$ cat config.mk
export PLATFORM = sky130hd
export DESIGN_NAME = cordic_iter_ctrl
export DESIGN_NICKNAME = d
export VERILOG_FILES = /design/src/rtl/cordic_iter_ctrl.sv
export SDC_FILE = /design/constraint.sdc
export NUM_CORES = 1
export LEC_CHECK = 0
export BUFFER_PORTS_ARGS = -buffer_cell sky130_fd_sc_hd__buf_2
export CORE_UTILIZATION = 45
export DETAILED_ROUTE_END_ITERATION = 7
export PLACE_DENSITY = 0.81
export SLEW_MARGIN = 10
export SYNTH_ARGS = -nofsm -noshare
export SYNTH_HDL_FRONTEND = slang
export SYNTH_SLANG_ARGS = --single-unit
$ cat constraint.sdc
create_clock -name clock -period 1.99 [get_ports clock]
set_input_delay 0 -clock clock [delete_from_list [all_inputs] [get_ports clock]]
set_output_delay 0 -clock clock [all_outputs]
set_load 0.02 [all_outputs]
$ cat src/rtl/cordic_iter_ctrl.sv
// Iterative sequencer for a shared cordic_stage: runs NUM_ITER micro-rotations per operand.
// Optional CORDIC_ITER_OVERRIDE_EN adds cfg_iters to set the iteration count per operand.
module cordic_iter_ctrl #(
    parameter int W         = 9,
    parameter int NUM_ITER  = 8,
    parameter int STAGE_LAT = 1
) (
    input  logic         clock,
    input  logic         reset,
    input  logic         in_valid,
    output logic         in_ready,
    input  logic [W-1:0] in_x,
    input  logic [W-1:0] in_y,
    input  logic [W-1:0] in_z,
`ifdef CORDIC_ITER_OVERRIDE_EN
    input  logic [3:0]   cfg_iters,
`endif
    output logic [W-1:0] st_x,
    output logic [W-1:0] st_y,
    output logic [W-1:0] st_z,
    output logic [W-1:0] st_mem,
    output logic [2:0]   st_count,
    input  logic [W-1:0] st_xr,
    input  logic [W-1:0] st_yr,
    input  logic [W-1:0] st_zr,
    output logic         out_valid,
    input  logic         out_ready,
    output logic [W-1:0] out_x,
    output logic [W-1:0] out_y,
    output logic [W-1:0] out_z,
    output logic         busy
);

    localparam logic [2:0] LAST = 3'(NUM_ITER - 1);
    localparam logic [2:0] WLAT = 3'(STAGE_LAT - 1);

    typedef enum logic [1:0] {
        IDLE,
        ISSUE,
        WAIT,
        DONE
    } state_t;

    state_t       state, state_nx;
    logic [W-1:0] rx, ry, rz;
    logic [W-1:0] rx_nx, ry_nx, rz_nx;
    logic [2:0]   iter, iter_nx;
    logic [2:0]   wcnt, wcnt_nx;
    logic [2:0]   last_idx;

`ifdef CORDIC_ITER_OVERRIDE_EN
    logic [2:0] lim, lim_nx, lim_load;

    always_comb begin
        if (cfg_iters == 4'd0 || cfg_iters > 4'd8)
            lim_load = LAST;
        else
            lim_load = 3'(cfg_iters - 4'd1);
    end

    assign last_idx = lim;
`else
    assign last_idx = LAST;
`endif

    function automatic logic [W-1:0] arctan(input logic [2:0] i);
        logic [W-1:0] v;
        v = '0;
        unique case (i)
            3'd0: v = W'(45);
            3'd1: v = W'(27);
            3'd2: v = W'(14);
            3'd3: v = W'(7);
            3'd4: v = W'(4);
            3'd5: v = W'(2);
            3'd6: v = W'(1);
            3'd7: v = W'(0);
        endcase
        return v;
    endfunction

    always_ff @(posedge clock or posedge reset) begin
        if (reset) begin
            state <= IDLE;
            rx    <= '0;
            ry    <= '0;
            rz    <= '0;
            iter  <= '0;
            wcnt  <= '0;
`ifdef CORDIC_ITER_OVERRIDE_EN
            lim   <= '0;
`endif
        end else begin
            state <= state_nx;
            rx    <= rx_nx;
            ry    <= ry_nx;
            rz    <= rz_nx;
            iter  <= iter_nx;
            wcnt  <= wcnt_nx;
`ifdef CORDIC_ITER_OVERRIDE_EN
            lim   <= lim_nx;
`endif
        end
    end

    always_comb begin
        state_nx = state;
        rx_nx    = rx;
        ry_nx    = ry;
        rz_nx    = rz;
        iter_nx  = iter;
        wcnt_nx  = wcnt;
`ifdef CORDIC_ITER_OVERRIDE_EN
        lim_nx   = lim;
`endif
        unique case (state)
            IDLE: begin
                if (in_valid) begin
                    rx_nx    = in_x;
                    ry_nx    = in_y;
                    rz_nx    = in_z;
                    iter_nx  = '0;
`ifdef CORDIC_ITER_OVERRIDE_EN
                    lim_nx   = lim_load;
`endif
                    state_nx = ISSUE;
                end
            end
            ISSUE: begin
                wcnt_nx  = WLAT;
                state_nx = WAIT;
            end
            WAIT: begin
                if (wcnt != 3'd0) begin
                    wcnt_nx = wcnt - 3'd1;
                end else begin
                    rx_nx = st_xr;
                    ry_nx = st_yr;
                    rz_nx = st_zr;
                    if (iter == last_idx) begin
                        state_nx = DONE;
                    end else begin
                        iter_nx  = iter + 3'd1;
                        state_nx = ISSUE;
                    end
                end
            end
            DONE: begin
                if (out_ready)
                    state_nx = IDLE;
            end
        endcase
    end

    assign in_ready  = (state == IDLE);
    assign busy      = (state != IDLE);
    assign out_valid = (state == DONE);

    assign st_x     = rx;
    assign st_y     = ry;
    assign st_z     = rz;
    assign st_count = iter;
    // Constant is only meaningful while a run is active; idle keeps it at zero.
    assign st_mem   = busy ? arctan(iter) : '0;

    assign out_x = rx;
    assign out_y = ry;
    assign out_z = rz;

endmodule

After elaboration in Yosys (flattened, before gate mapping)

Memory sizes are Yosys's and may differ from the RTL's.
Index checks and enable logic that the tools add are counted.

Multiplexer cells: 21
Reductions and logical operators: 9
Equal/unequal tests: 9
Add/subtract/negate cells: 2

Operator list:

| kind                                                | number |
|---|---|
| two-way mux 9 bit                                   | 7 |
| case mux 9 bit (2 select lines)                     | 3 |
| two-way mux 3 bit                                   | 4 |
| case mux 3 bit (2 select lines)                     | 2 |
| two-way mux 2 bit                                   | 4 |
| != test 2 bit, second input constant                | 4 |
| case mux 2 bit (4 select lines)                     | 1 |
| AND reduction 3 bit                                 | 2 |
| nonzero test 2 bit                                  | 3 |
| equality test 2 bit, second input constant          | 2 |
| AND reduction 4 bit                                 | 1 |
| adder 3 x 1 -> 3 bit, second input constant         | 1 |
| equality test 3 bit, second input constant          | 1 |
| nonzero test 3 bit                                  | 1 |
| subtractor 3 x 1 -> 3 bit, second input constant    | 1 |
| equality test 2 x 1 -> 1 bit, second input constant | 1 |
| logical NOT 2 bit                                   | 1 |
| != test 2 x 1 -> 1 bit, second input constant       | 1 |
| AND reduction 2 bit                                 | 1 |

ROM bits: 48
Register bits: 35
Memories: 1

Memories:

| memory          | depth | bits a word | rd ports | clocked after Yosys merged registers in | write ports | RTL line | RTL |
|---|---|---|---|---|---|---|---|
| (no name shown) | 8     | 6           | 1        | 0                                       | 0           | 69       | `unique case (i)` |

Depth between registers and ports, before layout

Gate-level depths: netlist of the first run.

Depth in word-level cells: 4
Mapped depth: 7
Depth with buffers taken out: 5

Worst setup path before layout of the first run

Ideal clock, no wire load.

Kind: register to register
Start point: reg state[0]
End point: reg rx[3], in the netlist out_x[3]
Path buffers: 3
Slack: 138 ps
Data arrival time: 1,726 ps
Required time: 1,865 ps
Stages on the path, launching flop included: 7
Library setup time: 125 ps
Cell sequence: dfrtp_1 buf_6 nor2_1 a22o_1 buf_6 buf_6 mux2_4

Longest elaborated chain between the ends: 3
Elaborated cells between the ends (all ways): 7
Those cells by class: 3 x eq/ne; 1 x mux; 3 x reduce/logical

RTL lines:

| item                                                                        | RTL line | RTL |
|---|---|---|
| start: declaration                                                          | 44       | `state_t state, state_nx;` |
| start signal: assignment                                                    | 94       | `state <= state_nx;` |
| logical NOT 2 bit *                                                         | n/a      |  |
| net in_ready                                                                | 11       | `output logic in_ready,` |
| != test 2 bit (no source line) / nonzero test 2 bit (equally long branches) | n/a      |  |
| AND reduction 3 bit (no source line)                                        | n/a      |  |
| end signal: assignment                                                      | 95       | `rx <= rx_nx;` |
| end: declaration                                                            | 45       | `logic [W-1:0] rx, ry, rz;` |

Mark *: on every way through the listed nets, which the timed path passes. The rest lies on a longest branch.
A chain may end at the register's enable or synchronous reset.

Worst setup path after layout of the first run

Start point: reg wcnt[0]
End point: reg rz[1], in the netlist out_z[1]

Longest elaborated chain between the ends: 3

RTL lines:

| item                                 | RTL line | RTL |
|---|---|---|
| start: declaration                   | 48       | `logic [2:0] wcnt, wcnt_nx;` |
| start signal: assignment             | 99       | `wcnt <= wcnt_nx;` |
| nonzero test 3 bit                   | 134      | `if (wcnt != 3'd0) begin` |
| != test 2 bit (no source line)       | n/a      |  |
| AND reduction 3 bit (no source line) | n/a      |  |
| end signal: assignment               | 97       | `rz <= rz_nx;` |
| end: declaration                     | 45       |  |

No other way between the ends.

==> results of run 1 <==
[final cells by class]
class	instances	area share [%]
Timing Repair Buffer	134	25.6
Tap cell	67	2.89
Clock buffer	6	2.50
Inverter	11	1.42
Sequential cell	35	30.2
Clock inverter	2	0.432
Multi-Input combinational cell	106	37.0
[stage by stage]
step / utilization, % / cell area, um^2 / hold WS (ns) / setup WS [ns]
final: 60.5 / 2900 / 0.0679 / 0.185
after detailed placement: 58.4 / 2790 / 0.126 / 0.190
after CTS: 60.5 / 2900 / 0.0610 / 0.176
after floorplan: - / 2290 / 0.107 / 0.138
after global routing: 60.5 / 2900 / 0.0603 / 0.0999
after global placement: 58.4 / 2790 / 0.116 / 0.247
[cells by family (layout without fill, tap and decap cells)]
logic type,Yosys count,after routing,share of synthesized area [%]
buf+inv,50,153,14.9
flops,35,35,38.4
fa+ha+maj,9,9,4.94
simple gates,20,20,5.27
mux,54,54,29.8
other cells,1,3,0.165
compound gates,20,20,6.43
[state kept, by name, summed over array words and instances, names as in the netlist]
name and flops:
wcnt 3, st_count 3, state 2, out_z 9, out_x 9, out_y 9
[per-layer routing]
metal / routed length, um / part of all wire, % / vias up / track usage (%)
li1: - / - / 823 / -
met1: 1850 / 41 / 825 / 19.3
met2: 2400 / 53 / 72 / 30.8
met3: 241 / 5.3 / 4 / 4.14
met4: 33 / 0.73 / 0 / 5.23
met5: 0 / 0 / - / 0
[critical path: cells and delay by family, from the launching register on]
kind                       cells  cell delay (ns)
buffers and inverters          2             0.27
AOI/OAI and AO/OA              1             0.26
and+or+nand+nor                1             0.26
muxes                          1             0.31
adders and majority gates      1             0.19
DFF                            1             0.40
[power by group]
group	internal, mW	switching, mW	total (mW)
sequential	1.07	0.275	1.34
clock	0.244	0.247	0.491
combinational	1.77	1.98	3.74
total	3.08	2.50	5.58
[synthesized netlist by cell type, drive strengths merged]
| cell | n | area, um^2 |
|---|---|---|
| mux2 | 54 | 679 |
| buf | 37 | 292 |
| dfrtp | 35 | 876 |
| inv | 11 | 41.3 |
| ha | 9 | 113 |
| a21oi | 5 | 25.0 |
| nand2 | 4 | 15.0 |
| nor2 | 4 | 15.0 |
| a22o | 3 | 26.3 |
| nor2b | 3 | 26.3 |
| a221o | 2 | 20.0 |
| and3 | 2 | 12.5 |
| clkbuf | 2 | 7.51 |
| o211a | 2 | 20.0 |
| o21ai | 2 | 10.0 |
| a21o | 1 | 7.51 |
| a31oi | 1 | 6.26 |
| and2 | 1 | 6.26 |
| conb | 1 | 3.75 |
| nand3 | 1 | 5.00 |
| nand3b | 1 | 7.51 |
| nand4bb | 1 | 11.3 |
| nor4b | 1 | 8.76 |
| o211ai | 1 | 7.51 |
| o21ba | 1 | 10.0 |
| o22ai | 1 | 6.26 |
| o31ai | 1 | 7.51 |
| or2 | 1 | 6.26 |
| or3 | 1 | 6.26 |
[how the worst min path moves through the flow]
stage | endpoint | start | slack (ns)
2_1_floorplan | state[1]$_DFFE_PP0P_ | out_ready | 0.11
3_3_place_gp | out_y[7]$_DFFE_PP0P_ | reset | 0.12
3_5_place_dp | out_y[3]$_DFFE_PP0P_ | reset | 0.13
4_1_cts | out_x[2]$_DFFE_PP0P_ | st_xr[2] | 0.06
5_1_grt | out_x[2]$_DFFE_PP0P_ | st_xr[2] | 0.06
6_report | out_x[2]$_DFFE_PP0P_ | st_xr[2] | 0.07
==> impl_metrics.ini, run 1 <==
[setup_path]
critPathArrivalTime_ns = 1.97
rr_startpoint = wcnt[0]$_DFFE_PP0P_
critPathLaunch = wcnt[0]$_DFFE_PP0P_
rrSetupSlack_ns = 0.19
cp_data_required_time_ns = 2.16
critPathKind = register to register
timing.rr.end = out_z[1]$_DFFE_PP0P_
critPathCaptureType = register
crit_chain = inv_1, ha_1, nor2b_1, a22o_2, buf_12, mux2_4
start_kind = register
max_stage_delay_ns = 0.40
reg2regPathDepth = 6
crit_fanout = 16
cp-endpoint = out_z[1]$_DFFE_PP0P_
worst_path_max_delay_cell = dfrtp_1

[sta]
period_needed_ns = 1.80
hold_viol = 0
setup_viol = 0
fin_skew_ns = 0.00758
slew_viol_final = 0
tns_ns = 0
fin_crit_sh_pct = 90.7
rsz0062_at_grt = false
fmax_mhz = 554

[synthesis]
syn_avg_cell_area_um2 = 12.1
yosysSeqAreaShare_pct = 38.4
synth.ff_latch_count = 35
syn_area_um2 = 2280
synth.distinct_cells = 33
syn-instance-count = 189
synth_warnings = 0

[job]
cap_violations = 0

[clocking]
clockBufferDepth = 2
clk-insertion-delay-late_ns = 0.28
ctsHoldBuffers = 2
clock_tree.root_cell = clkbuf_8
cts_setup_buffers = 0
h-tree-depth = 2
tritoncts = yes
numCtsBuffers = 5
clk_pin_slew_ns = 0.07
cts_resized = 0
cts_sinks = 35

[placed_design]
io_buffer_count = 123
gp_congestion = 0.695
dp_cells = 351
dp_hpwl_um = 3450

[power_and_ir_drop]
p_per_area_nw_per_um2 = 1920
ir_drop_mv = 0.896
power.leakage_nw = 1.53
power_mw = 5.58

[global_routing]
grt_max_degree = 36
antenna_found_initial = 0
grt_pass1_wl_um = 6770
grt_pass1_vias = 1572
grt.total_usage_pct = 16.9
grt_overflow = 0

[cells_and_area]
multi_input_area_um2 = 1070
final_cells = 361
final_nets = 360
n_fill_cell = 414
layout-drive-gt1-share_pct = 67.0
final_common_cell = buf_2
num_antenna_cells = 0
area_growth_pct = 27.2
final_cell_mix = buf_2 (123), mux2_2 (35), dfrtp_1 (35), mux2_4 (19), inv_1 (11)
seqCellArea_um2 = 876

[min_path]
min_path_type = input pin to register
min_path_cells = 3

[drt]
drt_first_pass_iters = 4
post_drt_wl_per_cell_um = 12.5
drtAntennaViolNets = 0
num_vias = 1724
remaining_drc_errors = 0
viasPerCell = 4.78
drt_iter0_drc = 39
drt_wl_total_um = 4530

[floorplan]
start_util_pct = 47.6
die_area_um2 = 5350
rows = 25
core-area_um2 = 4790
dieWidth_um = 73.2
dieHeight_um = 73.2
io_pins = 127

[run_status]
status = completed
No activity file was read; power rests on OpenSTA's default activity.
==> run 2, diff against run 1 <==
Settings changed: CTS_CLUSTER_SIZE set to 25, GPL_TIMING_DRIVEN set to 0, RECOVER_POWER set to 100.
==> run 2 against run 1 <==
Net effect:
- sequential share of layout area fell by 1.4 points
- register-to-register slack got worse by 0.11 ns
- wire length rose by 7.2%
- clock-buffer cell count did not move
- setup slack got worse by 0.11 ns
- critical path type unchanged
- clock skew fell by 0.0043 ns
- flip-flop and latch count did not move
- combinational power rose by 4%
- highest routed layer unchanged
==> impl_metrics.ini, run 2 (synthesis gave the netlist of run 1 again) <==
[floorplan]
core-area_um2 = 4790
dieHeight_um = 73.2
rows = 25
die_area_um2 = 5350
start_util_pct = 47.6
io_pins = 127
dieWidth_um = 73.2

[cells_and_area]
final_common_cell = buf_2
design_area_um2 = 3040
num_antenna_cells = 0
final_cell_mix = buf_2 (66), clkbuf_1 (62), mux2_2 (35), dfrtp_1 (35), buf_4 (30)
layout-drive-gt1-share_pct = 51.1
area_growth_pct = 33.3
final_nets = 390
utilization_pct = 63.5

[drt]
viasPerCell = 4.66
post_drt_wl_per_cell_um = 12.4
remaining_drc_errors = 0
drt_first_pass_iters = 4
drt_iter0_drc = 66
num_vias = 1818
drtAntennaViolNets = 0
drt_wl_total_um = 4850

[clocking]
clock_tree.root_cell = clkbuf_8
h-tree-depth = 2
clockBufferDepth = 2
numCtsBuffers = 5
clk_pin_slew_ns = 0.07
cts_sinks = 35
tritoncts = yes
clk-insertion-delay-late_ns = 0.28

[sta]
slew_headroom_pct = 12.9
fin_crit_sh_pct = 96.0
setup_viol = 0
fmax_mhz = 523
slew_viol_final = 0
period_needed_ns = 1.91
hold_viol = 0
fin_skew_ns = 0.00327
worst_slew_pin_slew_ns = 1.30

[setup_path]
worst_path_max_delay_cell = dfrtp_1
crit_fanout = 10
critPathArrivalTime_ns = 2.07
critPathKind = register to register
critPathCaptureType = register
critPathBufInv = 3
crit_family = buffers and inverters
start_kind = register
max_stage_delay_ns = 0.41
cp_data_required_time_ns = 2.15
crit_chain = inv_1, ha_1, nor2b_2, a22o_1, buf_6, buf_6, mux2_4
cpMostUsedCell = buf_6

[placed_design]
dpl_cell_area_um2 = 2990
io_buffer_count = 123
gp_congestion = 0.737
dp_hpwl_um = 3610

[power_and_ir_drop]
power.leakage_nw = 1.51
p_per_area_nw_per_um2 = 1930
ir_drop_mv = 0.852

[global_routing]
grt_max_degree = 36
antenna_found_initial = 0
grt_pass1_vias = 1630
grt_pass1_wl_um = 7240
grt_overflow = 0
grt.total_usage_pct = 17.7

[run_status]
status = completed

[job]
cap_violations = 0

[min_path]
min_path_type = input pin to register
[run 2: cell type report]
class	instances	area, um^2
inverter	11	41.3
sequential	35	876
fill	445	1750
multi-input combinational	106	1070
tap	67	83.8
timing repair buffer	125	562
clock inverter	1	30.0
buffer	39	299
clock buffer	6	72.6
[run 2: per-stage QoR]
step	total power [mW]	setup slack [ns]	std cells	hold slack (ns)	setup TNS, ns
after floorplan	4.39	0.138	191	0.107	0
after global placement	5.36	0.0517	381	0.211	0
after detailed placement	5.44	0.0416	381	0.172	0
after CTS	6.07	0.0285	390	0.0676	0
after global routing	6.26	-0.0109	390	0.0692	-0.0755
final	5.86	0.0795	390	0.0749	0
[run 2: power breakdown]
part	switching (mW)	internal, mW
Clock	0.242	0.367
Sequential	0.310	1.07
Combinational	2.04	1.84
[run 2: worst paths after layout]
check	start	end	slack (ns)	depth (start not counted)
worst min-delay path	in_z[8]	out_z[8]$_DFFE_PP0P_	0.07	3
worst max register to register	wcnt[0]$_DFFE_PP0P_	out_x[5]$_DFFE_PP0P_	0.08	7
max in group asynchronous	reset	out_z[3]$_DFFE_PP0P_	0.58	3
worst max-delay path	wcnt[0]$_DFFE_PP0P_	out_x[5]$_DFFE_PP0P_	0.08	7
min in group asynchronous	reset	out_y[3]$_DFFE_PP0P_	0.63	3
worst min register to register	out_y[0]$_DFFE_PP0P_	out_y[0]$_DFFE_PP0P_	0.54	1
[run 2: what timing repair did]
action                     4_1_cts  5_1_grt
buffers inserted                 0        0
hold buffers                     2        0
gates resized for setup          0        1
hold endpoints to repair        37        0
setup endpoints to repair        0       19
[run 2: layer usage]
layer / wire length, um / track usage [%] / vias up
met1: 2050 / 20.6 / 861
met2: 2500 / 32.6 / 71
met3: 271 / 3.45 / 5
met4: 34 / 5.45 / 0
li1: - / - / 881
met5: 0 / 0 / -
[run 2: worst min-delay path, stage by stage]
cell and delay [ns]:
buf_2 0.07, mux2_2 0.12, mux2_2 0.13
==> run 3, diff against run 2 <==
Settings changed: ABC_AREA set to 1, PLACE_DENSITY 0.81 to 0.8.
==> run 3 against run 2 <==
Net effect:
- first-iteration DRC count increased by 38%
- via count increased by 34%
- largest power group unchanged
- wire length increased by 21%
- sequential share of layout area decreased by 0.42 points
- critical path type unchanged
- setup slack improved by 0.21 ns
- die area increased by 4.5%
- synthesized area increased by 4.6%
- non-clock buffer count increased by 9
- final area increased by 1.5%
- largest cell class unchanged
- register-to-register slack improved by 0.21 ns
==> impl_metrics.ini, run 3 <==
[sta]
hold_viol = 0
tns_ns = 0
period_needed_ns = 1.70
slew_headroom_pct = 12.4
worst_slew_pin_slew_ns = 1.31
setup_viol = 0
fin_crit_sh_pct = 85.3
fin_skew_ns = 0.00493
slew_viol_final = 0
fmax_mhz = 589
rsz0062_at_grt = false

[synthesis]
yosysTopAreaCellShare_pct = 36.7
synth.distinct_cells = 22
syn-instance-count = 324
yosysSeqAreaShare_pct = 36.7
yosys-top-cells-count = nand2_1 (126), nand3_1 (59), dfrtp_1 (35), buf_4 (31), inv_1 (16)
syn_area_um2 = 2380
synthFlopType = dfrtp_1
syn_avg_cell_area_um2 = 7.36
synth_warnings = 0
synth_edf_count = 0
synth_most_common_cell = nand2_1
synth.ff_latch_count = 35
yosys-top-cells-area = dfrtp_1 (37%), nand2_1 (20%), nand3_1 (12%)
ys_async_sr_fraction_pct = 100
synth_top_area_cell = dfrtp_1

[global_routing]
grt.total_usage_pct = 21.0
grt_max_degree = 36
grt_overflow = 0
grt_pass1_wl_um = 8990
grt_pass1_vias = 2062
antenna_found_initial = 0

[floorplan]
start_util_pct = 46.7
rows = 26
io_pins = 127
die_area_um2 = 5590
dieHeight_um = 74.8
core-area_um2 = 5110
dieWidth_um = 74.8

[cells_and_area]
multi_input_area_um2 = 1070
final_common_cell = nand2_1
utilization_pct = 60.3
layout-drive-gt1-share_pct = 26.1
seqCellArea_um2 = 876
final_nets = 524
area_growth_pct = 29.3
num_antenna_cells = 0
n_fill_cell = 498
final_cell_mix = nand2_1 (126), buf_2 (68), clkbuf_1 (67), nand3_1 (60), dfrtp_1 (35)

[placed_design]
dp_hpwl_um = 4310
gp_congestion = 0.779
io_buffer_count = 123

[clocking]
tritoncts = yes
ctsHoldBuffers = 1
cts_resized = 0
clockBufferDepth = 2
cts_sinks = 35
h-tree-depth = 2
numCtsBuffers = 5
clk_pin_slew_ns = 0.07
clock_tree.root_cell = clkbuf_8
clk-insertion-delay-late_ns = 0.28
cts_setup_buffers = 0

[drt]
drt_wl_total_um = 5850
drt_iter0_drc = 91
num_vias = 2444
viasPerCell = 4.65
drtAntennaViolNets = 0
remaining_drc_errors = 0
drt_first_pass_iters = 4
post_drt_wl_per_cell_um = 11.1

[run_status]
status = completed

[min_path]
min_path_cells = 4
min_path_type = input pin to register
holdPathEnd = state[0]$_DFFE_PP0P_
min_from = out_ready

[setup_path]
crit_fanout = 10
critPathKind = register to register
cp_data_required_time_ns = 2.16
rrSetupSlack_ns = 0.29
start_kind = register
timing.rr.end = out_x[6]$_DFFE_PP0P_
rr_startpoint = wcnt[0]$_DFFE_PP0P_
critPathArrivalTime_ns = 1.87
reg2regPathDepth = 8
critPathCaptureType = register

[power_and_ir_drop]
p_per_area_nw_per_um2 = 1720
power_mw = 5.30
ir_drop_mv = 0.668
power.leakage_nw = 1.76

[job]
cap_violations = 0
run 3: power by group:
group	switching (mW)	internal, mW	total [mW]
Clock	0.229	0.233	0.462
Sequential	0.239	1.04	1.27
Combinational	2.31	1.26	3.56
run 3: kinds of logic (layout without fill, tap and decap cells):
group | count (synthesis) | in the layout | share of synthesized area, %
compound gates | 10 | 10 | 2.57
xor+xnor | 1 | 1 | 0.368
fa+ha+maj | 9 | 9 | 4.72
buf+inv | 67 | 197 | 18.2
flops | 35 | 35 | 36.7
other cells | 1 | 3 | 0.157
simple gates | 201 | 201 | 37.2
run 3: worst max-delay path: stages, from the launching register on:
cell and delay, ns:
dfrtp_1 0.36, inv_1 0.10, ha_1 0.16, nand2_1 0.12
nand2_2 0.10, nand3_1 0.34, buf_6 0.29, nand2_1 0.07
nand2_1 0.05
run 3: stage by stage:
stage / std cells / hold WS [ns] / area, um^2 / setup slack [ns]
after floorplan: 326 / 0.154 / 2390 / 0.457
after global placement: 519 / 0.294 / 3090 / 0.426
after detailed placement: 519 / 0.176 / 3090 / 0.386
after CTS: 526 / 0.00683 / 3180 / 0.364
after global routing: 526 / 0.0343 / 3080 / 0.147
final: 526 / 0.0121 / 3080 / 0.292
run 3: final cells by class:
cell class,count,share of cell area (%)
multi-input cells,224,34.7
flip-flops and latches,35,28.4
repair buffers,124,17.7
plain buffers,49,11.8
well taps,70,2.84
clock buffers,6,2.35
inverters,18,2.19
run 3: worst max-delay path by stage:
stage	slack, ns	start	cells after the start	to
after floorplan	0.46	st_count[0]$_DFFE_PP0P_	6	st_count[0]$_DFFE_PP0P_
after CTS	0.36	st_count[0]$_DFFE_PP0P_	6	st_count[0]$_DFFE_PP0P_
after global placement	0.43	st_count[0]$_DFFE_PP0P_	6	st_count[1]$_DFFE_PP0P_
after detailed placement	0.39	st_count[0]$_DFFE_PP0P_	6	st_count[0]$_DFFE_PP0P_
after global routing	0.15	wcnt[1]$_DFFE_PP0P_	8	out_x[6]$_DFFE_PP0P_
final	0.29	wcnt[0]$_DFFE_PP0P_	8	out_x[6]$_DFFE_PP0P_
run 3: layer usage:
layer / vias to the layer above / wire length [um] / global-route usage, %
li1: 1258 / - / -
met1: 1094 / 2530 / 25.7
met2: 85 / 2970 / 38.5
met3: 7 / 295 / 2.81
met4: 0 / 59 / 6.29
met5: - / 0 / 0
